[config.mk]
export PLATFORM = sky130hd
export DESIGN_NAME = ball_trajectory_flat
export DESIGN_NICKNAME = d
export VERILOG_FILES = /design/src/rtl/game_pkg.sv /design/src/rtl/ball_trajectory_if.sv /design/src/rtl/btn_edge.sv /design/src/rtl/ball_trajectory.sv /design/src/flat_wrapper.sv
export SDC_FILE = /design/constraint.sdc
export NUM_CORES = 1
export LEC_CHECK = 0
export ABC_AREA = 1
export CAP_MARGIN = 10
export CORE_AREA = 3 3 122 124
export CTS_BUF_LIST = sky130_fd_sc_hd__clkbuf_4 sky130_fd_sc_hd__clkbuf_8
export CTS_CLUSTER_SIZE = 28
export DETAILED_ROUTE_END_ITERATION = 12
export DIE_AREA = 0 0 125 127
export GPL_ROUTABILITY_DRIVEN = 0
export PLACE_DENSITY = 0.64
export SYNTH_ARGS = -nofsm -noshare
export SYNTH_HDL_FRONTEND = slang
export SYNTH_HIERARCHICAL = 1
export SYNTH_SLANG_ARGS = --single-unit
[constraint.sdc]
create_clock -name CLK25MHZ -period 3.5 [get_ports CLK25MHZ]
set_input_delay 0.7 -clock CLK25MHZ [delete_from_list [all_inputs] [get_ports CLK25MHZ]]
set_output_delay 0.7 -clock CLK25MHZ [all_outputs]
set_load 0.1 [all_outputs]
[src/rtl/game_pkg.sv]
// Shared game definitions: FSM states, screen geometry and the fixed-point format
// used by the ball physics.
package game_pkg;

  typedef enum logic [1:0] {IDLE, FLIGHT, SCORE, MISS} state_t;

  localparam int H_ACTIVE  = 640;
  localparam int V_ACTIVE  = 480;
  localparam int FRAC_BITS = 4;

  // Negative coordinates pin to the screen edge rather than wrapping.
  function automatic logic [9:0] clamp_pix(input logic signed [11:0] v, input int max_v);
    if (v < 0)
      return 10'd0;
    else if (int'(v) > max_v)
      return 10'(max_v);
    else
      return v[9:0];
  endfunction

endpackage

[src/rtl/ball_trajectory_if.sv]
// Scan-position, launch-control and ball-position bundle between the VGA
// pipeline and the ball physics stage.
interface ball_trajectory_if;

  logic              p_tick;
  logic [9:0]        pixel_x;
  logic [9:0]        pixel_y;
  logic              shoot;
  logic signed [7:0] vx0;
  logic signed [7:0] vy0;
  logic [9:0]        ball_x;
  logic [9:0]        ball_y;
  logic              in_flight;
  logic              scored;
  logic              missed;

  modport master (
    output p_tick, pixel_x, pixel_y, shoot, vx0, vy0,
    input  ball_x, ball_y, in_flight, scored, missed
  );

  modport slave (
    input  p_tick, pixel_x, pixel_y, shoot, vx0, vy0,
    output ball_x, ball_y, in_flight, scored, missed
  );

endinterface

[src/rtl/btn_edge.sv]
// Two-flop synchronizer for an asynchronous push button followed by a
// single-cycle rising-edge pulse.
module btn_edge (
  input  logic CLK25MHZ,
  input  logic reset,
  input  logic btn,
  output logic pulse
);

  logic sync1, sync2, prev;

  always_ff @(posedge CLK25MHZ or posedge reset) begin
    if (reset) begin
      sync1 <= 1'b0;
      sync2 <= 1'b0;
      prev  <= 1'b0;
    end else begin
      sync1 <= btn;
      sync2 <= sync1;
      prev  <= sync2;
    end
  end

  assign pulse = sync2 & ~prev;

endmodule

[src/rtl/ball_trajectory.sv]
// Per-frame ball physics: launches on a button press, integrates Q12.4 position
// with Q8.4 velocity and gravity once per vertical blank, and scores or misses.
module ball_trajectory
  import game_pkg::*;
#(
  parameter int START_X     = 10,
  parameter int START_Y     = 300,
  parameter int GRAVITY     = 1,
  parameter int FLOOR_Y     = 460,
  parameter int HOOP_X_MIN  = 560,
  parameter int HOOP_X_MAX  = 600,
  parameter int HOOP_Y      = 200,
  parameter int HOLD_FRAMES = 60
) (
  input  logic CLK25MHZ,
  input  logic reset,
  ball_trajectory_if.slave bus
);

  localparam int HOLD_W = ($clog2(HOLD_FRAMES) > 6) ? $clog2(HOLD_FRAMES) : 6;
  localparam logic [HOLD_W-1:0] HOLD_LOAD = HOLD_W'(HOLD_FRAMES - 1);
  localparam logic signed [15:0] START_PX = 16'(START_X * (1 << FRAC_BITS));
  localparam logic signed [15:0] START_PY = 16'(START_Y * (1 << FRAC_BITS));
  localparam logic signed [12:0] GRAV     = 13'(GRAVITY);

  state_t state, state_next;
  logic signed [15:0] px, py, px_next, py_next, mv_px, mv_py;
  logic signed [11:0] vx, vy, vx_next, vy_next, vy_sat;
  logic signed [12:0] vy_sum;
  logic signed [11:0] old_ny, nx, ny;
  logic [HOLD_W-1:0]  hold_cnt, hold_next;
  logic               frame_tick, shoot_edge, launch_pend, launch_go;
  logic               hit_score, hit_miss;

  btn_edge u_shoot (
    .CLK25MHZ (CLK25MHZ),
    .reset    (reset),
    .btn      (bus.shoot),
    .pulse    (shoot_edge)
  );

  // Only the first blanking line produces a tick, so the ball never moves mid-frame.
  assign frame_tick = bus.p_tick && (bus.pixel_x == 10'd0) && (bus.pixel_y == 10'(V_ACTIVE));

  // Candidate motion uses the pre-update velocity; vy saturates at +/-2047 LSB.
  assign mv_px  = px + {{4{vx[11]}}, vx};
  assign mv_py  = py + {{4{vy[11]}}, vy};
  assign vy_sum = $signed({vy[11], vy}) + GRAV;
  assign vy_sat = (vy_sum > 13'sd2047)  ? 12'sd2047 :
                  (vy_sum < -13'sd2047) ? -12'sd2047 : vy_sum[11:0];

  assign old_ny    = py[15:4];
  assign nx        = mv_px[15:4];
  assign ny        = mv_py[15:4];
  assign hit_score = (old_ny < HOOP_Y) && (ny >= HOOP_Y) && (nx >= HOOP_X_MIN) && (nx <= HOOP_X_MAX);
  assign hit_miss  = (ny >= FLOOR_Y) || (nx < 0) || (nx > H_ACTIVE - 1);

  always_ff @(posedge CLK25MHZ or posedge reset) begin
    if (reset) begin
      state    <= IDLE;
      px       <= START_PX;
      py       <= START_PY;
      vx       <= '0;
      vy       <= '0;
      hold_cnt <= '0;
    end else begin
      state    <= state_next;
      px       <= px_next;
      py       <= py_next;
      vx       <= vx_next;
      vy       <= vy_next;
      hold_cnt <= hold_next;
    end
  end

  // A launch on the same tick as a fresh press wins, so the press is not re-queued.
  always_ff @(posedge CLK25MHZ or posedge reset) begin
    if (reset)
      launch_pend <= 1'b0;
    else if (launch_go)
      launch_pend <= 1'b0;
    else if (shoot_edge && state == IDLE)
      launch_pend <= 1'b1;
  end

  always_comb begin
    state_next = state;
    px_next    = px;
    py_next    = py;
    vx_next    = vx;
    vy_next    = vy;
    hold_next  = hold_cnt;
    launch_go  = 1'b0;
    case (state)
      IDLE: begin
        px_next = START_PX;
        py_next = START_PY;
        if (frame_tick && launch_pend) begin
          launch_go  = 1'b1;
          vx_next    = {{4{bus.vx0[7]}}, bus.vx0};
          vy_next    = {{4{bus.vy0[7]}}, bus.vy0};
          state_next = FLIGHT;
        end
      end
      FLIGHT: begin
        if (frame_tick) begin
          px_next = mv_px;
          py_next = mv_py;
          vy_next = vy_sat;
          if (hit_score) begin
            state_next = SCORE;
            hold_next  = HOLD_LOAD;
          end else if (hit_miss) begin
            state_next = MISS;
            hold_next  = HOLD_LOAD;
          end
        end
      end
      SCORE, MISS: begin
        if (frame_tick) begin
          if (hold_cnt == '0) begin
            state_next = IDLE;
            px_next    = START_PX;
            py_next    = START_PY;
            vx_next    = '0;
            vy_next    = '0;
          end else begin
            hold_next = hold_cnt - 1'b1;
          end
        end
      end
      default: state_next = IDLE;
    endcase
  end

  always_comb begin
    bus.in_flight = (state == FLIGHT);
    bus.scored    = (state == SCORE);
    bus.missed    = (state == MISS);
    bus.ball_x    = clamp_pix(px[15:4], H_ACTIVE - 1);
    bus.ball_y    = clamp_pix(py[15:4], V_ACTIVE - 1);
  end

endmodule

[src/flat_wrapper.sv]
// flat-port wrapper written by rule: the top's interface ports become plain ports
module ball_trajectory_flat import game_pkg::*;
#(
  parameter int START_X     = 10,
  parameter int START_Y     = 300,
  parameter int GRAVITY     = 1,
  parameter int FLOOR_Y     = 460,
  parameter int HOOP_X_MIN  = 560,
  parameter int HOOP_X_MAX  = 600,
  parameter int HOOP_Y      = 200,
  parameter int HOLD_FRAMES = 60
)
  (CLK25MHZ, reset, bus_p_tick, bus_pixel_x, bus_pixel_y, bus_shoot, bus_vx0, bus_vy0, bus_ball_x, bus_ball_y, bus_in_flight, bus_scored, bus_missed);
  ball_trajectory_if bus_i ();
  input  logic CLK25MHZ;
  input  logic reset;
  input wire logic [$bits(bus_i.p_tick)-1:0] bus_p_tick;
  input wire logic [$bits(bus_i.pixel_x)-1:0] bus_pixel_x;
  input wire logic [$bits(bus_i.pixel_y)-1:0] bus_pixel_y;
  input wire logic [$bits(bus_i.shoot)-1:0] bus_shoot;
  input wire logic [$bits(bus_i.vx0)-1:0] bus_vx0;
  input wire logic [$bits(bus_i.vy0)-1:0] bus_vy0;
  output wire logic [$bits(bus_i.ball_x)-1:0] bus_ball_x;
  output wire logic [$bits(bus_i.ball_y)-1:0] bus_ball_y;
  output wire logic [$bits(bus_i.in_flight)-1:0] bus_in_flight;
  output wire logic [$bits(bus_i.scored)-1:0] bus_scored;
  output wire logic [$bits(bus_i.missed)-1:0] bus_missed;
  assign bus_i.p_tick = bus_p_tick;
  assign bus_i.pixel_x = bus_pixel_x;
  assign bus_i.pixel_y = bus_pixel_y;
  assign bus_i.shoot = bus_shoot;
  assign bus_i.vx0 = bus_vx0;
  assign bus_i.vy0 = bus_vy0;
  assign bus_ball_x = bus_i.ball_x;
  assign bus_ball_y = bus_i.ball_y;
  assign bus_in_flight = bus_i.in_flight;
  assign bus_scored = bus_i.scored;
  assign bus_missed = bus_i.missed;
  ball_trajectory #(.START_X(START_X), .START_Y(START_Y), .GRAVITY(GRAVITY), .FLOOR_Y(FLOOR_Y), .HOOP_X_MIN(HOOP_X_MIN), .HOOP_X_MAX(HOOP_X_MAX), .HOOP_Y(HOOP_Y), .HOLD_FRAMES(HOLD_FRAMES)) u_core (.CLK25MHZ(CLK25MHZ), .reset(reset), .bus(bus_i));
endmodule
==> flow_metrics.tcl, run 1 <==
set metrics [dict create \
    hold_path_class "reg2reg" \
    maxSlewHeadroom 0.3936 \
    synthToLayoutAreaGrowth_pct 18.03 \
    skew_ns 0.008334 \
    synth_area_um2 5567 \
    cp_cell_sequence "inv_1, fa_1, inv_1, nand3_1, nand2_1, nand2_1, nand2_1, nand2_1, nand3b_1, nand2_1, nor2_1, nand2_1, nand2_1, nand3_1, nor2_1, nand2_2, nand3_4, nand3_1, nand2_1, nand2_1" \
    dr_wl_met3_um 614 \
    detail_route.first_pass.iterations 5 \
    cp_max_fo 10 \
    drtAntennaViolNets 0 \
    ys.warnings.count 6 \
    arrival_ns 3.17 \
    cp-end-kind "register" \
    num_vias 5474 \
    rsz0062_at_grt "no" \
    ioPinCount 63 \
    synth_area_leaders "dfrtp_1 26%, nand2_1 16%, inv_1 9.8%" \
    tightest_slew_ns 0.9019 \
    final_cell_mix "242 x nand2_1, 144 x inv_1, 58 x dfrtp_1" \
    p_int_mw 1.149 \
    cts_buffers 9 \
    die_w_um 125 \
    synth_cell_types 53 \
    place_area_um2 6364 \
    fin_crit_ns 2.919 \
    synth-edff-count 0 \
    ys_seq_elements 64 \
    crit_top_cell "nand2_1" \
    leakage_nw 3.551 \
    cts_sinks 64 \
    die_y_um 127 \
    cp-start-kind "register" \
    drt-total-wl_um 14550 \
    status "finished clean" \
    yosys_most_used_dff "dfrtp_1" \
    final_common_cell "nand2_1" \
    crit_path_top_delay_cell "dfrtp_1" \
    start_util 0.4010 \
    grt_pass1_vias 5109 \
    hold_viol_final 0 \
    p_switching_mw 0.3361 \
    ir_drop_mv 0.1448 \
    power.density_nw_per_um2 226.1 \
    path_clk_slew_ns 0.07 \
    grt_max_degree 36 \
    ys_seq_area_frac 0.2891 \
    startpoint "u_core/vy[1]" \
    synth_top_area_frac 0.2607 \
    clkPwrFrac 0.451 \
    drt-vias-per-instance 5.054 \
    reg2reg_from "u_core/vy[1]" \
    root_buffer "clkbuf_8" \
    antenna_found_initial 0 \
    grt_usage 0.1862 \
    dieArea_um2 15880 \
    dpl.cell_count 1067 \
    diodes 0 \
    drcViolationCount 0 \
    wl_met2_um 6616 \
    reg2reg_depth 20 \
    synthArstFlopShare 1.000 \
    r2r_slack_ns 0.58 \
    post_drt_wl_per_cell_um 13.44 \
    slowest_delay_ns 0.47 \
    synth_fp_nets 905 \
    maxCapViolCount 0 \
    core-area_um2 13880 \
    drt-met1-wl_um 7110 \
    top_layer "met4" \
    synth_top_area_cell "dfrtp_1" \
    drv_slew 0 \
    grt_overflow 0 \
    pwr-share-seq 0.499 \
    setup_viol 0 \
    drt_iter0_drc 312 \
    clock_latency_ns 0.36 \
    syn_inst 829 \
    cts_resized 0 \
    fmax_mhz 342.6 \
    critPathKind "reg2reg" \
    synth.avg_cell_area_um2 6.715 \
    r2r-end "u_core/hold_cnt[4]" \
    portBuffers 61 \
    num_rows 43 \
    ctsHoldBuffers 0 \
    drive_above_1_share 0.1052 \
    stdcell_count 1083 \
    setup_slack_ns 0.5814 \
    period_share 0.8339 \
    clk_path_buf_depth 2 \
    swShare 0.2263 \
    fin_area_um2 6570 \
    post_cts_buffers 0 \
    combPwrFrac 0.050 \
    fin_setup_tns_ns 0 \
    grt_pass1_wl_um 24480 \
    nets 974 \
    hpwlAfterDp_um 11490 \
    htreeDepth 3 \
    pre_cts_ws_ns 0.4881 \
    worstPathRequired_ns 3.75 \
    cp-endpoint "u_core/hold_cnt[4]" \
    cts_tree "yes" \
]
flip-flops by register name, indices dropped and copies added, names as in the netlist:
register and flops:
u_core/hold_cnt 6, u_core/launch_pend 1, u_core/u_shoot/prev 1, u_core/state 2
u_core/vx 8, u_core/vy 12, u_core/py 16, u_core/u_shoot/sync2 1
u_core/px 16, u_core/u_shoot/sync1 1
worst min-delay path by stage:
stage | start | endpoint | slack, ns | cells after the start
2_1_floorplan | u_core/u_shoot/sync1 | u_core/u_shoot/sync2 | 0.33 | 0
3_3_place_gp | u_core/u_shoot/sync1 | u_core/u_shoot/sync2 | 0.33 | 0
3_5_place_dp | u_core/u_shoot/sync1 | u_core/u_shoot/sync2 | 0.34 | 0
4_1_cts | u_core/u_shoot/sync1 | u_core/u_shoot/sync2 | 0.35 | 0
5_1_grt | u_core/u_shoot/sync1 | u_core/u_shoot/sync2 | 0.36 | 0
6_report | u_core/u_shoot/sync1 | u_core/u_shoot/sync2 | 0.35 | 0
cell type report:
type | count | area, um^2
Sequential cell | 64 | 1609
Clock buffer | 12 | 152.6
Tap cell | 180 | 225.2
Timing Repair Buffer | 68 | 620.6
Multi-Input combinational cell | 603 | 3338
Inverter | 152 | 570.5
Clock inverter | 4 | 53.80
Fill cell | 1426 | 7311
routing by layer:
layer  GRT usage  vias up
met3     0.02843       16
li1            -     2835
met5           0        -
met1      0.2551     2485
met4     0.05931        0
met2      0.3047      138
cell families after synthesis:
| kind of cell | count (synthesis) | synth area share |
|---|---|---|
| and+or+nand+nor | 415 | 0.3300 |
| AOI/OAI and AO/OA | 134 | 0.1582 |
| xor gates and xnor gates | 17 | 0.02675 |
| other | 1 | 0.0006737 |
| DFF | 64 | 0.2891 |
| buffers and inverters | 162 | 0.1117 |
| adders and majority gates | 36 | 0.08361 |
critical path: cells and delay by family, from the launching register on:
family | cells | cell delay [ns]
fa+ha+maj | 1 | 0.44
buf+inv | 2 | 0.19
flops | 1 | 0.47
simple gates | 17 | 1.69
per-stage QoR:
| step | util | hold WS [ns] | power, mW |
|---|---|---|---|
| finish | 0.4733 | 0.3507 | 1.486 |
| global route | 0.4733 | 0.3632 | 1.538 |
| CTS | 0.4733 | 0.3532 | 1.504 |
| detailed placement | 0.4584 | 0.3356 | 0.8317 |
| global placement | 0.4584 | 0.3318 | 0.8312 |
| floorplan | - | 0.3312 | 0.7773 |
power by group through the flow:
stage,logic [mW],registers [mW],clock network [mW]
floorplan,0.0215,0.756,0
global placement,0.0754,0.756,0
detailed placement,0.0758,0.756,0
CTS,0.0759,0.742,0.686
global route,0.0817,0.742,0.714
finish,0.0741,0.742,0.670
Yosys cell counts (all sizes together), types with 7 or more instances:
library cell	count
nand2	251
nor2	64
nand3	58
xor2	8
o21ai	38
xnor2	9
inv	151
ha	34
o22ai	13
dfrtp	58
a21oi	44
a22oi	9
nand4	16
nor3	9
a32o	7
Power figures use the tool's default switching activity.
==> run 2, diff against run 1 <==
==> constraint.sdc (replaced) <==
create_clock -name CLK25MHZ -period 2.9 [get_ports CLK25MHZ]
set_input_delay 0.58 -clock CLK25MHZ [delete_from_list [all_inputs] [get_ports CLK25MHZ]]
set_output_delay 0.58 -clock CLK25MHZ [all_outputs]
set_load 0.1 [all_outputs]
==> flow_metrics.tcl, run 2 (synthesized netlist as in run 1, its figures left out) <==
set metrics [dict create \
    cp-end-kind "register" \
    reg2reg_from "u_core/vy[1]" \
    cts_buffers 9 \
    n_fill_cell 1389 \
    hold_viol_final 0 \
    setup_viol 0 \
    path_buf_inv 2 \
    critPathKind "reg2reg" \
    dieArea_um2 15880 \
    cts_tree "yes" \
    swShare 0.2401 \
    cp_max_fo 5 \
    tightest_slew_ns 0.5839 \
    combPwrFrac 0.049 \
    cp-start-kind "register" \
    setup_slack_ns 0.1697 \
    cp_cell_sequence "buf_4, ha_1, nand2_2, o21ai_4, nand2_1, nand2_1, nand2_1, nand2_1, nand2_1, nand2_2, nand2_1, nor2_1, nand2_1, nand2_1, nand2_2, nor2_4, nand3_4, nand2_4, nand2_1, nand2_1, inv_1" \
    antenna_found_initial 0 \
    crit_top_cell "nand2_1" \
    nets 996 \
    grt_overflow 0 \
    core-area_um2 13880 \
    drt-total-wl_um 15130 \
    final_core_util 0.5053 \
    maxCapViolCount 0 \
    cts_sinks 64 \
    fin_area_um2 7014 \
    grt_pass1_wl_um 24440 \
    fmax_mhz 366.3 \
    leakage_nw 3.652 \
    min_delay_path_depth 0 \
    drcViolationCount 0 \
    num_rows 43 \
    stdcell_count 1105 \
    die_y_um 127 \
    num_vias 5533 \
    start_util 0.4010 \
    skew_ns 0.008393 \
    clock_latency_ns 0.37 \
    r2r-end "u_core/hold_cnt[1]" \
    final_common_cell "nand2_1" \
    clk_path_buf_depth 2 \
    crit_path_top_delay_cell "dfrtp_1" \
    worstPathRequired_ns 3.17 \
    cp-endpoint "u_core/hold_cnt[1]" \
    worstSetupPathDepth 21 \
    drtAntennaViolNets 0 \
    portBuffers 61 \
    dpl.cell_count 1074 \
    htreeDepth 3 \
    post_drt_wl_per_cell_um 13.69 \
    reg2reg_depth 21 \
    ioPinCount 63 \
    drt-vias-per-instance 5.007 \
    p_int_mw 1.369 \
    arrival_ns 3.00 \
    grt_max_degree 62 \
    die_w_um 125 \
    startpoint "u_core/vy[1]" \
    status "finished clean" \
    place_area_um2 6416 \
    reg_top3 "u_core/px (16), u_core/py (16), u_core/vy (12)" \
    ir_drop_mv 0.2555 \
    regArea_um2 1613 \
    drt_iter0_drc 310 \
    period_share 0.9415 \
    grt_pass1_vias 5119 \
    detail_route.first_pass.iterations 4 \
    path_clk_slew_ns 0.08 \
    power.density_nw_per_um2 256.8 \
    hold_path_class "reg2reg" \
    drive_above_1_share 0.1795 \
    crit_family "simple AND/OR/NAND/NOR gates" \
    hpwlAfterDp_um 11660 \
    diodes 0 \
    fin_crit_ns 2.730 \
    p_switching_mw 0.4323 \
    drv_slew 0 \
    r2r_slack_ns 0.17 \
    synthToLayoutAreaGrowth_pct 26.01 \
    grt_usage 0.1882 \
    final_cell_mix "229 x nand2_1, 142 x inv_1, 55 x dfrtp_1" \
    pwr-share-seq 0.497 \
    pre_cts_ws_ns 0.03325 \
    root_buffer "clkbuf_8" \
    slowest_delay_ns 0.38 \
    maxSlewHeadroom 0.6074 \
    multiInputGateArea_um2 3618 \
    clkPwrFrac 0.453 \
]
[run 2: cell type report]
class,count,share of cell area
timing repair buffer,89,0.1115
tap,180,0.03211
sequential,64,0.2299
multi-input combinational,604,0.5159
inverter,152,0.08134
clock inverter,6,0.009633
clock buffer,10,0.01962
[run 2: timing repair]
item,4_1_cts,5_1_grt
hold buffers,0,0
resized for setup,0,65
endpoints found under the setup margin,0,8
buffers inserted,0,14
[run 2: worst min-delay path by stage]
| stage | startpoint | endpoint |
|---|---|---|
| after global routing | u_core/u_shoot/sync1 | u_core/u_shoot/sync2 |
| after CTS | u_core/u_shoot/sync1 | u_core/u_shoot/sync2 |
| after floorplan | reset | u_core/u_shoot/prev |
| final | u_core/u_shoot/sync1 | u_core/u_shoot/sync2 |
| after global placement | u_core/u_shoot/sync1 | u_core/u_shoot/sync2 |
| after detailed placement | u_core/u_shoot/sync1 | u_core/u_shoot/sync2 |
[run 2: power by group through the flow]
stage / logic, mW / registers, mW / clock network (mW)
floorplan: 0.0259 / 0.912 / 0
global placement: 0.0919 / 0.912 / 0
detailed placement: 0.0918 / 0.912 / 0
CTS: 0.0918 / 0.895 / 0.834
global route: 0.0980 / 0.895 / 0.876
finish: 0.0891 / 0.895 / 0.817
[run 2: per-stage QoR]
stage               hold WS (ns)  power [mW]  TNS [ns]
CTS                       0.3594       1.821         0
global route              0.3719       1.869  -0.02677
detailed placement        0.3403       1.004         0
global placement          0.3349       1.004         0
floorplan                 0.3312      0.9381   -0.7064
finish                    0.3568       1.801         0
[run 2: per-layer routing]
| layer | routed length [um] | global-route usage |
|---|---|---|
| met4 | 255 | 0.06696 |
| met1 | 7302 | 0.2626 |
| met5 | 0 | 0 |
| met3 | 728 | 0.02634 |
| met2 | 6845 | 0.2999 |
